**src/rtl/eth_frame_rx.sv**
```systemverilog
// rtl/eth_frame_rx.sv - serial preamble/SFD hunting frame receiver with a held-frame buffer and host handshake
// Optional destination MAC filtering is enabled by defining ETH_RX_MAC_FILTER_EN.
module eth_frame_rx #(
  parameter int          FRAME_MAX = 128,
  parameter int          MIN_LEN   = 8,
  parameter logic [7:0]  PRE_BYTE  = 8'h55,
  parameter logic [7:0]  SFD_BYTE  = 8'hD5,
  parameter logic [47:0] MY_MAC    = 48'h02_00_00_00_00_01,
  localparam int         ADDR_W    = $clog2(FRAME_MAX)
) (
  input  logic              clk,
  input  logic              rst,
  input  logic              enable,
  input  logic              Rx,
  input  logic              Rx_valid,
  output logic              frame_ready,
  output logic [ADDR_W:0]   frame_len,
  output logic              frame_err,
  input  logic              frame_ack,
  input  logic [ADDR_W-1:0] rd_addr,
  output logic [7:0]        rd_data,
  output logic [7:0]        drop_cnt
);

  typedef enum logic [1:0] {S_IDLE, S_HUNT, S_DATA, S_END} state_t;

  state_t            r_state;
  state_t            w_state_next;
  logic [15:0]       r_sreg;
  logic [2:0]        r_bitcnt;
  logic [7:0]        r_byte;
  logic [ADDR_W:0]   r_wr_ptr;
  logic              r_ovf;
  logic              r_busy;
  logic [7:0]        r_buf [FRAME_MAX];

  logic [15:0]       w_sreg_shift;
  logic [7:0]        w_byte_next;
  logic              w_sfd_hit;
  logic              w_bit_in;
  logic              w_byte_done;
  logic              w_wr_en;
  logic              w_end;
  logic              w_mac_bad;
  logic              w_frame_bad;

  assign w_sreg_shift = {r_sreg[14:0], Rx};
  assign w_byte_next  = {r_byte[6:0], Rx};

`ifdef ETH_RX_MAC_FILTER_EN
  logic [47:0] r_dest;
  assign w_mac_bad = (r_wr_ptr < (ADDR_W+1)'(6)) || ((r_dest != MY_MAC) && (r_dest != '1));
`else
  logic w_unused_mac;
  assign w_unused_mac = ^MY_MAC;
  assign w_mac_bad    = 1'b0;
`endif

  // A frame that started while another was held (r_busy) never wrote the buffer, so it must be dropped.
  assign w_frame_bad = r_busy || frame_ready || (r_wr_ptr < (ADDR_W+1)'(MIN_LEN)) || w_mac_bad;

  always_ff @(posedge clk) begin
    if (rst) r_state <= S_IDLE;
    else     r_state <= w_state_next;
  end

  always_comb begin
    w_state_next = r_state;
    case (r_state)
      S_IDLE: if (enable && Rx_valid) w_state_next = S_HUNT;
      S_HUNT: if (enable) begin
        if (!Rx_valid)                                 w_state_next = S_IDLE;
        else if (w_sreg_shift == {PRE_BYTE, SFD_BYTE}) w_state_next = S_DATA;
      end
      S_DATA: if (enable && !Rx_valid) w_state_next = S_END;
      S_END:  if (enable) w_state_next = S_IDLE;
      default: w_state_next = S_IDLE;
    endcase
  end

  always_comb begin
    w_sfd_hit   = (r_state == S_HUNT) && enable && Rx_valid && (w_sreg_shift == {PRE_BYTE, SFD_BYTE});
    w_bit_in    = (r_state == S_DATA) && enable && Rx_valid;
    w_byte_done = w_bit_in && (r_bitcnt == 3'd7);
    w_wr_en     = w_byte_done && !r_busy && !r_wr_ptr[ADDR_W] && !rst;
    w_end       = (r_state == S_END) && enable;
  end

  always_ff @(posedge clk) begin
    if (rst) begin
      r_sreg      <= '0;
      r_bitcnt    <= '0;
      r_byte      <= '0;
      r_wr_ptr    <= '0;
      r_ovf       <= 1'b0;
      r_busy      <= 1'b0;
      frame_ready <= 1'b0;
      frame_len   <= '0;
      frame_err   <= 1'b0;
      drop_cnt    <= '0;
`ifdef ETH_RX_MAC_FILTER_EN
      r_dest      <= '0;
`endif
    end else begin
      if (r_state == S_IDLE)                r_sreg <= (enable && Rx_valid) ? {15'b0, Rx} : '0;
      else if (r_state == S_HUNT && enable) r_sreg <= w_sreg_shift;

      if (w_sfd_hit) begin
        r_bitcnt <= '0;
        r_wr_ptr <= '0;
        r_ovf    <= 1'b0;
        r_busy   <= frame_ready;
`ifdef ETH_RX_MAC_FILTER_EN
        r_dest   <= '0;
`endif
      end

      if (w_bit_in) begin
        r_byte   <= w_byte_next;
        r_bitcnt <= r_bitcnt + 3'd1;
      end

      if (w_byte_done) begin
        if (r_wr_ptr[ADDR_W]) r_ovf    <= 1'b1;
        else                  r_wr_ptr <= r_wr_ptr + (ADDR_W+1)'(1);
`ifdef ETH_RX_MAC_FILTER_EN
        if (r_wr_ptr < (ADDR_W+1)'(6)) r_dest <= {r_dest[39:0], w_byte_next};
`endif
      end

      if (frame_ready && frame_ack) frame_ready <= 1'b0;

      if (w_end && !w_frame_bad) begin
        frame_ready <= 1'b1;
        frame_len   <= r_wr_ptr;
        frame_err   <= r_ovf;
      end

      if (w_end && w_frame_bad && (drop_cnt != 8'hFF)) drop_cnt <= drop_cnt + 8'd1;
    end
  end

  always_ff @(posedge clk) begin
    if (w_wr_en) r_buf[r_wr_ptr[ADDR_W-1:0]] <= w_byte_next;
  end

  always_ff @(posedge clk) begin
    if (rst) rd_data <= 8'h00;
    else     rd_data <= r_buf[rd_addr];
  end

endmodule
```
**config.mk**
```make
export PLATFORM = sky130hd
export DESIGN_NAME = eth_frame_rx
export DESIGN_NICKNAME = d
export VERILOG_FILES = /design/src/rtl/eth_frame_rx.sv
export SDC_FILE = /design/constraint.sdc
export NUM_CORES = 1
export LEC_CHECK = 0
export BUFFER_PORTS_ARGS = -buffer_cell sky130_fd_sc_hd__buf_2
export CORE_MARGIN = 4
export CORE_UTILIZATION = 55
export DETAILED_ROUTE_END_ITERATION = 16
export GPL_TIMING_DRIVEN = 0
export PLACE_DENSITY_LB_ADDON = 0.08
export SKIP_LAST_GASP = 1
export SLEW_MARGIN = 30
export SYNTH_ARGS = -nofsm -noshare
export SYNTH_HDL_FRONTEND = slang
export SYNTH_SLANG_ARGS = --single-unit
```
**constraint.sdc**
```tcl
create_clock -name clk -period 3.8 [get_ports clk]
set_input_delay 0.38 -clock clk [delete_from_list [all_inputs] [get_ports clk]]
set_output_delay 0.38 -clock clk [all_outputs]
set_load 0.05 [all_outputs]
```
==> results.cfg, run 1 <==
[run_status]
outcome = finished clean

[detailed_routing]
ant_nets = 0
drc = 0
wl_um = 117000
drt-pass1-iter-count = 6
first_iter_violations = 3271
vias = 23160
via_per_inst = 6.50
wire_per_inst_um = 32.9

[sta]
fmax_mhz = 267
finalHoldViolations = 0
slew_headroom_pct = 24.8
rsz0062_at_grt = yes
finalCriticalPeriod_ps = 3740
skew_ps = 33.8
worst_slack_ps = 59.3
min_period_over_period_pct = 98.4
setup_viol = 0
worstMarginPinSlew_ps = 1130
slew_viol_final = 0

[clocking]
cts_tree = done
clkTransAtPathRegs_ps = 60
clk_latency_ps = 680
htreeDepth = 3
cts_sinks = 1087
cts_root_buf = clkbuf_16
cts_buffer_depth = 3
numCtsBuffers = 108

[synth]
synth_common_cells = edfxtp_1 (1024), mux4_2 (182), nor2_1 (182), mux2i_1 (180), a22oi_1 (102)
async_reset_ff_share_pct = 0
yosys.area.top_type = edfxtp_1
synth.avg_cell_area_um2 = 18.7
synth_area_um2 = 42600
ys_warn_count = 0
yosys.area.top_type_share_pct = 72.2
synth_cell_types = 59
yosysSeqAreaShare_pct = 75.2
synth_nets = 2291
synth_cells = 2274
synth_ff_type = edfxtp_1
synth.area.top_cells = edfxtp_1 (72%), mux4_2 (9.6%), mux2i_1 (4.2%)
yosysMostFrequentCell = edfxtp_1
synth-seq-cells = 1087
synth_edf_count = 1024

[power]
pwr_density_cell_nw_per_um2 = 509
p_total_uw = 24600
ir_worst_vdd_mv = 0.345
power.leakage_uw = 0.0179

[grt]
grt_overflow = 0
grt_use_met3_pct = 5.39
grt_pass1_vias = 22829
grtUsageMet1_pct = 40.8
antenna_found_initial = 2
grt_pass1_wl_um = 166000
use_met2_pct = 45.1
grt_util_all_layers_pct = 28.8
grt_max_degree = 76
busiest_layer = met2

[floorplan]
die_w_um = 286
rows = 101
ios = 39
initial_core_util_pct = 55.8
die_area_um2 = 81900
die_y_um = 286
core_area_um2 = 76300

[worst_setup_path]
slowest_delay_ps = 820
cp_cell_sequence = buf_2 -> and4b_1 -> nand3b_2 -> nor3_4 -> nand3b_1 -> clkbuf_1 -> nor2_1
cp_top_family = simple AND/OR/NAND/NOR gates
ff2ff_path_depth = 7
critical_path.max_fanout = 10
cpMaxStageDelayCell = nor2_1
cp.required_ps = 4080
worst-path-buf-inv = 2
start_kind = register
cp.arrival_ps = 4020
cp.depth = 7
cp-end-kind = register
path_class = register to register

[cells_and_area]
layout.cells.non_filler = 3565
fillCellCount = 5385
nNetsFinal = 2458
utilization_pct = 63.2
final_layout_size_suffix_gt1_share_pct = 21.4
fin_area_um2 = 48300
area_growth_syn_to_layout_pct = 13.3

[worst_hold_path]
holdPathStages = 1
hold_class = input port to register

[placed_design]
dpl.hpwl_um = 78000
routabilityCongestion = 0.916
place_area_um2 = 44500
dp_cells = 3356
pre_cts_ws_ps = -113
io_buffers = 33

[job]
timing.max_cap.violations = 0
[through the flow]
step	hold WS [ps]	setup TNS, ps
6_report	156	0
4_1_cts	129	0
3_5_place_dp	455	-1650
2_1_floorplan	452	0
3_3_place_gp	451	-560800
5_1_grt	156	-885
[cell usage in the layout, fill, tap and decap left out, types with 5 or more instances in the layout]
cell	synthesis	final
or3_1	7	7
clkbuf_8	0	13
mux2_2	21	21
dfxtp_4	0	7
a21oi_1	28	28
nand3_1	61	61
nor3_2	0	8
o21ai_0	25	25
nand2_1	67	67
mux4_2	182	182
clkinv_1	0	17
inv_1	15	15
buf_6	8	9
mux2i_1	180	180
buf_4	12	17
buf_16	0	9
edfxtp_1	1024	1024
o221ai_1	10	10
a31oi_1	21	21
a22oi_1	102	102
clkbuf_1	44	70
buf_2	49	87
bufinv_16	0	12
nand2b_1	10	10
nor2b_1	15	15
buf_12	0	6
nand4_1	15	15
and2_1	5	5
clkinv_2	0	15
o22a_1	10	10
nor3_1	26	18
a32oi_1	6	6
buf_1	14	11
xnor2_1	6	6
nor2_1	182	162
nor2_2	1	21
dfxtp_1	63	56
clkbuf_16	0	111
and3_1	7	7
[power breakdown]
group / switching, uW / total (uW) / leakage (uW) / internal (uW)
Combinational: 532 / 765 / 0.00398 / 232
Clock: 4450 / 10900 / 0.00178 / 6420
Sequential: 2.87 / 12900 / 0.0121 / 12900
[final timing paths]
kind | end | slack [ps] | start
worst max register to register | r_buf[56][4] | 60 | r_state[0]
worst min register to register | frame_len[7] | 470 | frame_len[7]
worst max-delay path | r_buf[56][4] | 60 | r_state[0]
worst min-delay path | r_buf[102][0] | 160 | Rx
[routing by layer]
layer  share of wire, %  wire length [um]
met1                 40             46600
met2                 47             55000
met3                9.1             10700
met4                4.3              5000
met5                  0                 0
[state kept, by name, summed over array words and instances (netlist names), named ones only]
register	cells
r_bitcnt	3
frame_ready	1
r_wr_ptr	8
r_buf	1024
r_sreg	15
frame_err	1
rd_data	8
r_ovf	1
r_state	1
r_busy	1
drop_cnt	8
r_byte	7
frame_len	8
[kinds of logic after synthesis]
kind of cell               count (synthesis)  synth area share, %
AOI/OAI and AO/OA                        219                 3.62
xor gates and xnor gates                   9                0.185
adders and majority gates                  4                0.118
buffers and inverters                    144                 1.71
DFF                                     1087                 75.2
muxes                                    383                 14.4
and+or+nand+nor                          428                 4.77
[area by class of cell]
cell class                      count  area (um^2)  share of cell area [%]
Multi-Input combinational cell   1043         9960                    20.6
Sequential cell                  1087        32000                    66.4
Clock buffer                      153         3070                    6.35
Timing Repair Buffer               57          602                    1.25
Inverter                           15         56.3                   0.117
Tap cell                         1030         1290                    2.67
Clock inverter                     49          562                    1.16
Antenna cell                        2         5.00                  0.0104
Buffer                            129          681                    1.41
[repair_timing]
action	CTS	global route
setup buffers	0	4
endpoints found under the setup margin	16	139
hold endpoints to repair	1	0
hold buffers	1	0
gates resized for setup	2	6
gates cloned	0	0
Note: power is estimated with default switching activity, not from simulation.
==> inputs of run 2 (changes only) <==
--- a/config.mk
+++ b/config.mk
@@ -6,7 +6,7 @@
 export NUM_CORES = 1
 export LEC_CHECK = 0
 export BUFFER_PORTS_ARGS = -buffer_cell sky130_fd_sc_hd__buf_2
-export CORE_MARGIN = 4
+export CORE_MARGIN = 3
 export CORE_UTILIZATION = 55
 export DETAILED_ROUTE_END_ITERATION = 16
 export GPL_TIMING_DRIVEN = 0
==> run 2 against run 1 <==
Against the previous run: die area fell by 1.4%; sequential cell count did not move; utilization fell by 0.20 points; critical path depth did not move; largest power group unchanged; maximum frequency rose by 1.3%; worst hold slack got worse by 25 ps; register-to-register slack improved by 50 ps; first-iteration DRC count fell by 8.5%; clock-buffer cell count rose by 7.
==> results.cfg, run 2 (synthesized netlist as in run 1, its figures left out) <==
[floorplan]
ios = 39
rows = 101
initial_core_util_pct = 55.8
die_area_um2 = 80800
die_y_um = 284
core_area_um2 = 76300
die_w_um = 284

[worst_setup_path]
slowest_delay_ps = 720
crit_path_start = r_state[0]
critical_path.max_fanout = 10
start_kind = register
r2r_start = r_state[0]
cp-end-kind = register
cp_cell_sequence = buf_2 -> and4b_1 -> nand3b_2 -> nor3_4 -> nand4b_1 -> clkbuf_2 -> nor2_1
path_class = register to register
cpMaxStageDelayCell = nor2_1
cp.arrival_ps = 3990
reg2reg_setup_slack_ps = 110
cp.required_ps = 4090

[detailed_routing]
vias = 23449
drc = 0
drt-pass1-iter-count = 6
wire_per_inst_um = 33.1
ant_nets = 0
wl_um = 118000
first_iter_violations = 2993
via_per_inst = 6.58

[clocking]
cts_buffer_depth = 3
htreeDepth = 3
cts_root_buf = clkbuf_16
clkTransAtPathRegs_ps = 60
numCtsBuffers = 108
cts_tree = done
cts_setup_buffers = 0
cts_sinks = 1087
clk_latency_ps = 670

[worst_hold_path]
hold_start = Rx
hold_class = input port to register

[sta]
setup_tns_ps = 0
min_period_over_period_pct = 97.1
skew_ps = 17.6
fmax_mhz = 271
holdWs_ps = 131
slew_headroom_pct = 29.1
slew_viol_final = 0
worstMarginPinSlew_ps = 1060
setup_viol = 0
finalHoldViolations = 0
finalCriticalPeriod_ps = 3690
rsz0062_at_grt = yes

[cells_and_area]
largest_register_ffs = 1024
utilization_pct = 63.0
layout.cells.non_filler = 3564
final_common_cell = edfxtp_1
final_layout_size_suffix_gt1_share_pct = 21.3
final_cell_mix = edfxtp_1 (1024), mux4_2 (182), mux2i_1 (180)
fin_area_um2 = 48100
area_growth_syn_to_layout_pct = 13.0
nNetsFinal = 2457
n_antenna_cell = 0

[run_status]
outcome = finished clean

[grt]
antenna_found_initial = 1
grt_util_all_layers_pct = 29.2
grt_max_degree = 89
grt_pass1_vias = 22581
grt_pass1_wl_um = 166000
grt_overflow = 0

[power]
internal_power_uw = 19200
power.leakage_uw = 0.0178
sw_frac_of_total_pct = 20.5
ir_worst_vdd_mv = 0.352
seqPwrFrac_pct = 53.4
p_switching_uw = 4960
pwr-share-clk_pct = 43.4
p_comb_share_pct = 3.2
pwr_density_cell_nw_per_um2 = 503

[placed_design]
routabilityCongestion = 0.975
dpl.hpwl_um = 78800
place_area_um2 = 44500
io_buffers = 33
dp_cells = 3359

[job]
timing.max_cap.violations = 0
## run 2: routing by layer
| metal | up-vias | track usage [%] | wire [um] |
|---|---|---|---|
| met5 | - | 0 | 0 |
| met4 | 0 | 10.5 | 4450 |
| met3 | 201 | 5.38 | 11200 |
| met2 | 1360 | 45.6 | 55700 |
| met1 | 12323 | 41.7 | 46600 |
| li1 | 9565 | - | - |
## run 2: metrics by stage
| stage | setup slack [ps] | total power, uW |
|---|---|---|
| floorplan | 1130 | 13600 |
| global placement | -941 | 13900 |
| detailed placement | -97.0 | 13900 |
| CTS | 9.62 | 24300 |
| global route | -31.3 | 24800 |
| finish | 109 | 24200 |
## run 2: final timing paths
kind | end | cells past startpoint
setup reg to reg | r_buf[35][6] | 7
setup / recovery | r_buf[35][6] | 7
hold / removal | r_byte[0] | 3
hold reg to reg | frame_len[7] | 2
## run 2: layout make-up
type / count / area, um^2
Buffer: 129 / 682
Timing Repair Buffer: 56 / 572
Multi-Input combinational cell: 1043 / 9940
Inverter: 15 / 56.3
Fill cell: 5415 / 28200
Sequential cell: 1087 / 32000
Tap cell: 1030 / 1290
Clock inverter: 44 / 422
Clock buffer: 160 / 3100
## run 2: critical path, delay by kind of cell, from the launching register on
kind          cells  cell delay (ps)
simple gates      5             2290
buf+inv           2              720
flops             1              290
## run 2: timing repair
action,4_1_cts,5_1_grt
setup endpoints to repair,8,63
pin swaps,0,0
gates resized for setup,1,5
endpoints found under the hold margin,1,0
hold buffers,1,0
## run 2: power groups by stage
stage | sequential (uW) | clock (uW) | combinational (uW)
3_3_place_gp | 13200 | 0 | 743
4_1_cts | 12900 | 10600 | 758
2_1_floorplan | 13200 | 0 | 412
5_1_grt | 12900 | 11100 | 786
3_5_place_dp | 13200 | 0 | 757
6_report | 12900 | 10500 | 764
